--- config.mk ---
export PLATFORM = sky130hd
export DESIGN_NAME = divider_flat
export DESIGN_NICKNAME = d
export VERILOG_FILES = /design/src/rtl/arith_pkg.sv /design/src/rtl/divider_if.sv /design/src/rtl/divider_addsubn.sv /design/src/rtl/divider.sv /design/src/flat_wrapper.sv
export SDC_FILE = /design/constraint.sdc
export NUM_CORES = 1
export LEC_CHECK = 0
export ABC_AREA = 1
export CORE_UTILIZATION = 34
export CTS_CLUSTER_SIZE = 14
export DETAILED_ROUTE_END_ITERATION = 6
export PLACE_DENSITY_LB_ADDON = 0.1
export SETUP_SLACK_MARGIN = 0.4
export SLEW_MARGIN = 20
export SYNTH_ARGS = -nofsm -noshare
export SYNTH_HDL_FRONTEND = slang
export SYNTH_SLANG_ARGS = --single-unit
export TNS_END_PERCENT = 20
--- constraint.sdc ---
create_clock -name clk -period 4.4 [get_ports clk]
set_input_delay 1.1 -clock clk [delete_from_list [all_inputs] [get_ports clk]]
set_output_delay 1.1 -clock clk [all_outputs]
set_load 0.005 [all_outputs]
--- src/rtl/arith_pkg.sv ---
// arith_pkg: shared state encoding and default width for the arithmetic unit
package arith_pkg;
    typedef enum logic [1:0] {READY_S, SHIFT_S, SUB_S, CHECK_S} div_state_t;
    localparam int DIV_W = 4;
endpackage

--- src/rtl/divider_if.sv ---
// divider_if: start/ready request and result bundle between controller and divider
interface divider_if import arith_pkg::*; #(parameter int N = DIV_W);
    logic         start;
    logic [N-1:0] dividend;
    logic [N-1:0] divisor;
    logic [N-1:0] quotient;
    logic [N-1:0] remainder;
    logic         ready;
    logic         div_by_zero;
    modport master(output start, dividend, divisor, input quotient, remainder, ready, div_by_zero);
    modport slave(input start, dividend, divisor, output quotient, remainder, ready, div_by_zero);
endinterface

--- src/rtl/divider_addsubn.sv ---
// addsubn: W-bit adder/subtractor, two's complement subtract when i_sub is high
module addsubn #(parameter int W = 5) (
    input  logic [W-1:0] i_op1,
    input  logic [W-1:0] i_op2,
    input  logic         i_sub,
    output logic [W-1:0] o_result
);
    assign o_result = i_op1 + (i_op2 ^ {W{i_sub}}) + W'(i_sub);
endmodule

--- src/rtl/divider.sv ---
// divider: sequential unsigned restoring divider, one shift/subtract/check step per cycle
module divider import arith_pkg::*; #(parameter int N = DIV_W) (
    input  logic     clk,
    input  logic     rst,
    divider_if.slave bus
);
    localparam int CW = $clog2(N + 1);
    div_state_t    r_state, w_next;
    logic [N:0]    r_a, w_sum;
    logic [N-1:0]  r_q, r_m;
    logic [CW-1:0] r_cnt;
    logic          r_dbz;
    logic          w_accept;
    assign w_accept        = r_state == READY_S && bus.start;
    assign bus.ready       = r_state == READY_S;
    assign bus.quotient    = r_q;
    assign bus.remainder   = r_a[N-1:0];
    assign bus.div_by_zero = r_dbz;
    // subtract in SUB_S, restoring add in CHECK_S
    addsubn #(.W(N + 1)) u_addsub (
        .i_op1(r_a),
        .i_op2({1'b0, r_m}),
        .i_sub(r_state == SUB_S),
        .o_result(w_sum)
    );
    always_ff @(posedge clk or negedge rst) begin
        if (!rst) r_state <= READY_S;
        else      r_state <= w_next;
    end
    always_comb begin
        w_next = r_state;
        case (r_state)
            READY_S: w_next = (bus.start && bus.divisor != '0) ? SHIFT_S : READY_S;
            SHIFT_S: w_next = SUB_S;
            SUB_S:   w_next = CHECK_S;
            CHECK_S: w_next = (r_cnt == CW'(N - 1)) ? READY_S : SHIFT_S;
            default: w_next = READY_S;
        endcase
    end
    always_ff @(posedge clk or negedge rst) begin
        if (!rst) begin
            r_a   <= '0;
            r_q   <= '0;
            r_m   <= '0;
            r_cnt <= '0;
            r_dbz <= 1'b0;
        end else if (w_accept) begin
            if (bus.divisor != '0) begin
                r_a   <= '0;
                r_q   <= bus.dividend;
                r_m   <= bus.divisor;
                r_cnt <= '0;
                r_dbz <= 1'b0;
            end else begin
                r_a   <= {1'b0, bus.dividend};
                r_q   <= '1;
                r_dbz <= 1'b1;
            end
        end else if (r_state == SHIFT_S) begin
            {r_a, r_q} <= {r_a[N-1:0], r_q, 1'b0};
        end else if (r_state == SUB_S) begin
            r_a <= w_sum;
        end else if (r_state == CHECK_S) begin
            // negative partial remainder means the divisor did not fit
            r_a    <= r_a[N] ? w_sum : r_a;
            r_q[0] <= ~r_a[N];
            r_cnt  <= r_cnt + CW'(1);
        end
    end
endmodule
--- src/flat_wrapper.sv ---
// flat-port wrapper written by rule: the top's interface ports become plain ports
module divider_flat import arith_pkg::*;
#(parameter int N = DIV_W)
  (clk, rst, bus_start, bus_dividend, bus_divisor, bus_quotient, bus_remainder, bus_ready, bus_div_by_zero);
  divider_if #(.N(N)) bus_i ();
  input  logic clk;
  input  logic rst;
  input wire logic [$bits(bus_i.start)-1:0] bus_start;
  input wire logic [$bits(bus_i.dividend)-1:0] bus_dividend;
  input wire logic [$bits(bus_i.divisor)-1:0] bus_divisor;
  output wire logic [$bits(bus_i.quotient)-1:0] bus_quotient;
  output wire logic [$bits(bus_i.remainder)-1:0] bus_remainder;
  output wire logic [$bits(bus_i.ready)-1:0] bus_ready;
  output wire logic [$bits(bus_i.div_by_zero)-1:0] bus_div_by_zero;
  assign bus_i.start = bus_start;
  assign bus_i.dividend = bus_dividend;
  assign bus_i.divisor = bus_divisor;
  assign bus_quotient = bus_i.quotient;
  assign bus_remainder = bus_i.remainder;
  assign bus_ready = bus_i.ready;
  assign bus_div_by_zero = bus_i.div_by_zero;
  divider #(.N(N)) u_core (.clk(clk), .rst(rst), .bus(bus_i));
endmodule
# Word level (Yosys, flattened, before mapping)
# Index checks and enable logic that the tools add are counted.
# Widths: inputs -> output; s select.
[word_totals] reg_bits=19 inputBits=11 output_inout_bits=10 word_cells=55
[op_classes] addsub=3 eq_ne=8 mux=21 bitwise_logic=2 n_reduce_logical=13
[op_table] operator="$mux 5" n=5
[op_table] operator="$mux 3" n=6
[op_table] operator="$mux 4" n=3
[op_table] operator="$reduce_bool 4->1" n=3
[op_table] operator="$pmux 2 s4" n=1
[op_table] operator="$mux 1" n=6
[op_table] operator="$reduce_and 2->1" n=3
[op_table] operator="$add 5x1->5" n=1
[op_table] operator="$add 5x5->5" n=1
[op_table] operator="$xor 4x5->5" n=1
[op_table] operator="$eq 2x2->1 const B" n=2
[op_table] operator="$ne 2x1->1 const B" n=2
[op_table] operator="$reduce_and 4->1" n=1
[op_table] operator="$reduce_bool 2->1" n=2
[op_table] operator="$add 3x1->3 const B" n=1
[op_table] operator="$eq 3x2->1 const B" n=1
[op_table] operator="$ne 3x1->1 const B" n=1
[op_table] operator="$reduce_bool 3->1" n=1
[op_table] operator="$eq 2x1->1 const B" n=1
[op_table] operator="$logic_and 1x1->1" n=2
[op_table] operator="$logic_not 2->1" n=1
[op_table] operator="$ne 2x2->1 const B" n=1
[op_table] operator="$not 1->1" n=1

# Depth between registers and ports, before layout
# Gate-level depths: netlist of the first run.
[depth] word_depth=9 mapped_depth=14 mapped_depth_nobuf=13

# Modules after synthesis
# From an unflattened synthesis of the first run, not the netlist that was laid out.
[hier_totals] hier_cells=197 hier_area_um2=1440.1
[modules_own_cells] mod="divider" instances=1 cells_each=152 area_each_um2=1184.9 seq_area_each_um2=475.5
[modules_own_cells] mod="addsubn" instances=1 cells_each=45 area_each_um2=255.2 seq_area_each_um2=0.0

# Worst setup path after synthesis of the first run
# No wires, ideal clock.
[synth_timing] kind="reg2reg" startpoint="register u_core.r_state[0]" endpoint="register u_core.r_a[4]" setup_ns=0.065 arrival_ns=1.902 t_required_ns=4.335 setup_slack_ns=2.433 path_stages_with_launch=13 n_path_buf=1 period_less_slack_ns=1.967 path_cell_list="dfrtp_1 > inv_1 > ha_1 > buf_4 > xor2_1 > fa_1 > nand2_1 > nand2_1 > a21oi_1 > nand3_1 > o211ai_1 > nand2_1 > nand2_1"
[synth_between] elab_chain_cells=9 elab_cells_between_ends=14 classes_between="2 x add/sub; 3 x eq/ne; 5 x mux; 1 x bitwise; 3 x reduce/logical"
[synth_lines] element="start: declaration" line="divider.sv:8" source="div_state_t r_state, w_next;"
[synth_lines] element="start signal: assignment" line="divider.sv:28" source="else r_state <= w_next;"
[synth_lines] element="$eq 2x2->1" line="divider.sv:23, divider.sv:61"
[synth_lines] element="$xor 4x5->5" line="divider_addsubn.sv:8" source="assign o_result = i_op1 + (i_op2 ^ {W{i_sub}}) + W'(i_sub);"
[synth_lines] element="$add 5x5->5" line="divider_addsubn.sv:8"
[synth_lines] element="$add 5x1->5" line="divider_addsubn.sv:8"
[synth_lines] element="$mux 5" line="divider.sv:65" source="r_a <= r_a[N] ? w_sum : r_a;"
[synth_lines] element="$mux 5" line="divider.sv:63" source="end else if (r_state == CHECK_S) begin"
[synth_lines] element="$mux 5" line="divider.sv:61" source="end else if (r_state == SUB_S) begin"
[synth_lines] element="$mux 5" line="divider.sv:59" source="end else if (r_state == SHIFT_S) begin"
[synth_lines] element="$mux 5" line="divider.sv:47" source="end else if (w_accept) begin"
[synth_lines] element="end signal: assignment" line="divider.sv:60" source="{r_a, r_q} <= {r_a[N-1:0], r_q, 1'b0};"
[synth_lines] element="end signal: assignment" line="divider.sv:62" source="r_a <= w_sum;"
[synth_lines] element="end signal: assignment" line="divider.sv:65"
[synth_lines] element="end: declaration" line="divider.sv:9" source="logic [N:0] r_a, w_sum;"
# Several ways; a longest one is shown, not always the timed one. The select of a mux whose other input is x is not followed.
# A chain may end at the register's enable or synchronous reset.

# Worst setup path in the final report of the first run
[layout_timing] startpoint="register u_core.r_state[0]" endpoint="output bus_ready"
[layout_between] elab_chain_cells=1
[layout_lines] element="$logic_not 2->1" line="divider.sv:15" source="assign bus.ready = r_state == READY_S;"
[layout_lines] element="end: declaration" line="flat_wrapper.sv:13" source="output wire logic [$bits(bus_i.ready)-1:0] bus_ready;"
# No other way between the ends.

==> results of run 1 <==
==> per-layer routing <==
layer  wire length [um]  GRT usage
met1               1370      0.202
met2               1380      0.275
met3                 54     0.0161
met4                 24     0.0426
met5                  0          0
==> how the worst max path moves through the flow <==
stage | startpoint | cells after the start | slack [ps] | end
2_1_floorplan | u_core.r_state[0]$_DFF_PN0_ | 12 | 2430 | u_core.r_a[4]$_DFFE_PN0P_
6_report | u_core.r_state[0]$_DFF_PN0_ | 3 | 1790 | bus_ready
4_1_cts | u_core.r_state[0]$_DFF_PN0_ | 3 | 1770 | bus_ready
3_3_place_gp | bus_start | 7 | 1840 | u_core.r_cnt[0]$_DFFE_PN0P_
5_1_grt | u_core.r_state[0]$_DFF_PN0_ | 3 | 1720 | bus_ready
3_5_place_dp | bus_start | 7 | 1800 | u_core.r_cnt[0]$_DFFE_PN0P_
==> logic make-up (layout without fill, tap and decap cells) <==
logic type / Yosys count / count (layout) / synth area share
AOI/OAI and AO/OA: 27 / 27 / 0.125
xor gates and xnor gates: 5 / 5 / 0.0336
adders and majority gates: 12 / 12 / 0.121
buffers and inverters: 24 / 41 / 0.0941
DFF: 19 / 19 / 0.365
muxes: 1 / 1 / 0.00864
and+or+nand+nor: 66 / 66 / 0.253
==> cells in the final DEF, fill, tap and decap left out <==
cell,netlist,layout
xor2_1,4,4
fa_1,1,1
nand2_8,1,1
a21oi_1,8,8
clkbuf_1,0,1
nand2_4,1,1
dfrtp_1,19,19
inv_2,5,5
nand3_1,3,3
o21a_1,1,1
nor2_2,2,2
xnor2_1,1,1
mux2_2,1,1
o221ai_1,1,1
a21boi_1,1,1
inv_1,11,11
o21ai_1,2,2
nand2_1,43,43
nor3_4,1,1
nor2_1,9,9
ha_1,11,11
a22o_1,1,1
clkbuf_8,0,3
nor2_4,2,2
inv_4,1,1
nand3_4,1,1
o211ai_1,1,1
o22ai_1,2,2
nand2_2,3,3
clkdlybuf4s50_1,0,20
a31oi_1,3,3
a21oi_2,1,1
o21ai_0,5,5
o31ai_1,1,1
==> state kept, by name, summed over array words and instances, names as in the netlist <==
| name | flops |
|---|---|
| u_core.r_cnt | 3 |
| u_core.r_state | 2 |
| u_core.bus.div_by_zero | 1 |
| u_core.r_a | 5 |
| u_core.bus.quotient | 4 |
| u_core.r_m | 4 |
==> layout make-up <==
type / instances / area share
multi-input combinational: 111 / 0.454
sequential: 19 / 0.306
timing repair buffer: 20 / 0.129
inverter: 17 / 0.0427
tap: 48 / 0.0387
clock buffer: 4 / 0.0290
==> power by group <==
part	internal [mW]	leakage (nW)	switching, mW	total [mW]
combinational	0.400	0.486	0.490	0.890
sequential	0.269	0.231	0.0859	0.355
clock	0.0642	0.0228	0.0525	0.117
==> stage by stage <==
stage | setup slack, ps | hold WS [ps]
after global placement | 1840 | 469
after CTS | 1770 | 504
after global routing | 1720 | 533
after floorplan | 2430 | 452
final | 1790 | 498
after detailed placement | 1800 | 479
==> reports/qor.csv, run 1 <==
stage;metric;value;unit
placed_design;DP HPWL;2.28;mm
status;status;finished, final reports clean;
critical_path;CP delay by family, top;buffers and inverters;
critical_path;CP max-delay cell;clkdlybuf4s50_1;
finish;final core utilization;0.424;
flow_run;Max-Cap Viols;0;
clocking;post-CTS setup buffers;0;
synthesis;Synth top area share;0.365;
power;Cell Pwr Density;878;nW/um^2
floorplanning;site row count;22;
synthesis;Yosys top cell by area;dfrtp_1;
timing;Final Max Tran Viols;0;
critical_path;critical path's largest stage delay;520;ps
critical_path;CP max FO;3;
drt;DR DRC count;0;
clocking;CTS buffer count;3;
clocking;hold buffer count at CTS;0;
floorplanning;I/O pin count;21;
timing;fmax;384;MHz
drt;Routed Antenna Nets;0;
min_path;WHS Path Cells;1;
clocking;clk slew on worst S/H paths;70;ps
clocking;CTS Sinks;19;
min_path;Worst Hold End;u_core.bus.div_by_zero$_DFFE_PN0P_;
synthesis;Post-Syn Area;1300;sq um
placed_design;# placed instances;215;
critical_path;kind of critical path;reg2out;
critical_path;Worst setup EP type;output pin;
drt;initial DRC count;47;
placed_design;Placement Cell Area;1510;sq um
synthesis;sequential cell area fraction in the yosys report;0.365;
critical_path;RR Startpoint;u_core.r_state[0]$_DFF_PN0_;
timing;clk_skew;1.16;ps
critical_path;register-to-register setup slack;2110;ps
timing;setup_tns;0;ps
drt;Vias;1038;
timing;RSZ-0062 raised after global routing;false;
floorplanning;area of the die;4080;sq um
floorplanning;Die W;63.9;um
finish;Area Overhead vs Synth;19.1;%
placed_design;Port Buffer Count;20;
critical_path;crit path launch type;flop;
synthesis;Syn Area/Cell;8.46;sq um
clocking;post-cts sizing count;0;
finish;nets;195;
critical_path;Worst Path Buf+Inv;2;
min_path;Hold Path Origin;u_core.bus.div_by_zero$_DFFE_PN0P_;
grt;vias in the first global route;1048;
grt;total global routing overflow;0;
clocking;Clock Tree Buf Depth;2;
grt;first-pass GRT wire length;4.91;mm
critical_path;R2R depth;11;
synthesis;Post-synth EDFFs;0;
synthesis;distinct cell type count after synthesis;33;
timing;Tmin final;2610;ps
finish;number of diodes;0;
synthesis;Syn Inst Count;154;
timing;Worst Tran Pin Value;826;ps
grt;total track usage;0.157;
timing;Final period util;0.592;
drt;final wirelength;2.83;mm
synthesis;most frequent cells after synthesis;nand2_1 (43), dfrtp_1 (19), ha_1 (11), inv_1 (11), nor2_1 (9);
critical_path;worst path cell trace;inv_1 -> ha_1 -> clkdlybuf4s50_1;
finish;Reg area;475;sq um
synthesis;count leader, synth;nand2_1;
critical_path;WP data required;3300;ps
finish;multi-input logic area;704;sq um
clocking;H-Tree Depth;1;
drt;DR pass1 iterations;4;
finish;Finished Layout Cells;219;
min_path;worst hold path class;reg2reg;
clocking;CTS tree;yes;
critical_path;FF-to-FF End;u_core.r_a[4]$_DFFE_PN0P_;
power;static leakage power;0.739;nW
power;Power Total;1.36;mW
synthesis;net count after synthesis;177;
drt;vias per cell;4.74;
clocking;Root Buffer;clkbuf_8;
synthesis;synth top area cells;dfrtp_1 (37%), nand2_1 (12%), ha_1 (11%), buf_4 (3.5%), inv_1 (3.2%);
finish;share of cells above drive strength 1;0.129;
drt;Wirelength per Cell;12.9;um
grt;initial antenna violation count;0;
floorplanning;Core ar.;3660;sq um
clocking;Clock Latency Late Sink;250;ps
synthesis;Synth async-reset ratio;1.00;
synthesis;Yosys reg bits;19;
power;worst vdd ir;0.000351;V
finish;fin area;1550;sq um
floorplanning;Die Ht;63.9;um
floorplanning;Initial Util;0.356;
timing;Max-slew headroom;0.448;
synthesis;main flop type after synthesis;dfrtp_1;
timing;Final Hold Viols;0;
finish;Fill cells;385;
synthesis;Ys Warns;0;
placed_design;GP Congestion;0.784;
grt;largest net degree at the start of global routing;20;
timing;final setup vio count;0;
critical_path;Worst Path Arrival;1510;ps
Power figures use the tool's default switching activity.
==> inputs of run 2 (changes only) <==
Clock period 4.4 ns to 2.4 ns, I/O delays scaled along.
==> run 2 against run 1 <==
  * Critical path type is now reg2reg
  * Largest power group unchanged
  * Final cell count rose by 3.2%
  * Worst hold slack got worse by 2.6 ps
  * Power is 96% higher
  * Non-clock buffer count increased by 7
==> reports/qor.csv, run 2 (synthesis gave the netlist of run 1 again) <==
stage;metric;value;unit
floorplanning;site row count;22;
timing;Final Hold Viols;0;
critical_path;FF-to-FF End;u_core.r_a[4]$_DFFE_PN0P_;
timing;Final period util;0.801;
grt;largest net degree at the start of global routing;20;
finish;nets;202;
drt;Routed Antenna Nets;0;
floorplanning;Die Ht;63.9;um
floorplanning;Initial Util;0.356;
min_path;worst hold path class;reg2reg;
grt;total global routing overflow;0;
grt;vias in the first global route;1125;
critical_path;CP max FO;4;
timing;fmax;520;MHz
critical_path;WP data required;2600;ps
finish;number of diodes;0;
floorplanning;I/O pin count;21;
timing;Tmin final;1920;ps
power;Cell Pwr Density;1620;nW/um^2
status;status;finished, final reports clean;
finish;max reg flops;5;
placed_design;Port Buffer Count;20;
timing;Worst Tran Pin Value;263;ps
critical_path;register-to-register setup slack;480;ps
timing;clk_skew;1.85;ps
timing;final setup vio count;0;
critical_path;R2R depth;10;
finish;Area Overhead vs Synth;26.5;%
drt;vias per cell;4.68;
finish;commonest cells after routing, fill and taps aside;nand2_1 (43), clkdlybuf4s50_1 (19), dfrtp_1 (18);
drt;DR pass1 iterations;4;
clocking;Root Buffer;clkbuf_8;
clocking;CTS Sinks;19;
critical_path;Worst path most repeated cell;nand2_1;
timing;Final Hold Slack;495;ps
floorplanning;Core ar.;3660;sq um
clocking;Clock Latency Late Sink;250;ps
critical_path;crit path launch type;flop;
drt;DR DRC count;0;
clocking;hold buffer count at CTS;0;
timing;Final Max Tran Viols;0;
drt;initial DRC count;30;
critical_path;Worst Path Arrival;2120;ps
clocking;CTS buffer count;3;
critical_path;worst path cell trace;ha_4 -> xor2_2 -> fa_1 -> nand2_1 -> nand2_1 -> a21oi_2 -> nand3_1 -> o211ai_1 -> nand2_1 -> nand2_1;
min_path;Worst Hold End;u_core.r_cnt[2]$_DFFE_PN0P_;
placed_design;GP Congestion;0.725;
critical_path;CP max-delay cell;dfrtp_2;
floorplanning;area of the die;4080;sq um
finish;Largest Register;u_core.r_a;
flow_run;Max-Cap Viols;0;
critical_path;RR Startpoint;u_core.r_state[1]$_DFF_PN0_;
finish;share of cells above drive strength 1;0.208;
grt;total track usage;0.168;
drt;final wirelength;2.99;mm
grt;first-pass GRT wire length;5.20;mm
timing;RSZ-0062 raised after global routing;true;
clocking;clk slew on worst S/H paths;70;ps
power;worst vdd ir;0.000782;V
clocking;Clock Tree Buf Depth;2;
critical_path;kind of critical path;reg2reg;
critical_path;critical path's largest stage delay;450;ps
clocking;H-Tree Depth;1;
floorplanning;Die W;63.9;um
placed_design;DP HPWL;2.31;mm
min_path;Hold Path Origin;u_core.r_cnt[2]$_DFFE_PN0P_;
critical_path;Worst setup EP type;flop;
timing;setup_tns;0;ps
drt;Wirelength per Cell;13.2;um
finish;commonest non-fill, non-tap cell in the layout;nand2_1;
min_path;WHS Path Cells;2;
power;static leakage power;0.776;nW
drt;Vias;1058;
grt;initial antenna violation count;0;
clocking;CTS tree;yes;
timing;Max-slew headroom;0.824;
## run 2: through the flow
step	setup slack, ps	utilization	power, mW	instances	area (sq um)
finish	476	0.450	2.67	226	1650
global placement	294	0.416	2.29	217	1520
global route	344	0.450	2.96	226	1650
floorplan	433	-	1.87	154	1300
CTS	405	0.442	2.64	226	1620
detailed placement	299	0.416	2.31	217	1520
## run 2: cell type report
cell class	instances	area [sq um]
timing repair buffer	27	251
fill	383	2010
multi-input combinational	111	748
tap	48	60.1
inverter	17	66.3
clock buffer	4	45.0
sequential	19	477
## run 2: power by group
group | leakage, nW | internal, mW | switching, mW
Sequential | 0.230 | 0.494 | 0.159
Combinational | 0.523 | 0.838 | 0.953
Clock | 0.0228 | 0.118 | 0.107
## run 2: worst max path at each step
stage,to,from,cells after the start,slack (ps)
6_report,u_core.r_a[4]$_DFFE_PN0P_,u_core.r_state[1]$_DFF_PN0_,10,480
5_1_grt,u_core.r_a[4]$_DFFE_PN0P_,u_core.r_state[1]$_DFF_PN0_,10,340
4_1_cts,u_core.r_a[4]$_DFFE_PN0P_,u_core.r_state[0]$_DFF_PN0_,11,410
3_5_place_dp,u_core.r_a[3]$_DFFE_PN0P_,bus_start,7,300
3_3_place_gp,u_core.r_a[3]$_DFFE_PN0P_,bus_start,7,290
2_1_floorplan,u_core.r_a[4]$_DFFE_PN0P_,u_core.r_state[0]$_DFF_PN0_,12,430
## run 2: per-layer routing
layer | up-vias | part of all wire | track usage
li1 | 541 | - | -
met1 | 502 | 0.49 | 0.217
met2 | 13 | 0.48 | 0.283
met3 | 2 | 0.018 | 0.0232
met4 | 0 | 0.0067 | 0.0597
met5 | - | 0 | 0
## run 2: critical path, delay by kind of cell (launching register included)
kind,cells,cell delay [ps]
AOI/OAI and AO/OA,2,240
DFF,1,450
adders and majority gates,2,640
xor gates and xnor gates,1,190
and+or+nand+nor,5,360
## run 2: what timing repair did
action                     in CTS  in global routing
setup endpoints to repair       3                  2
setup buffers                   5                  0
gates cloned                    0                  0
resized for setup               6                  5
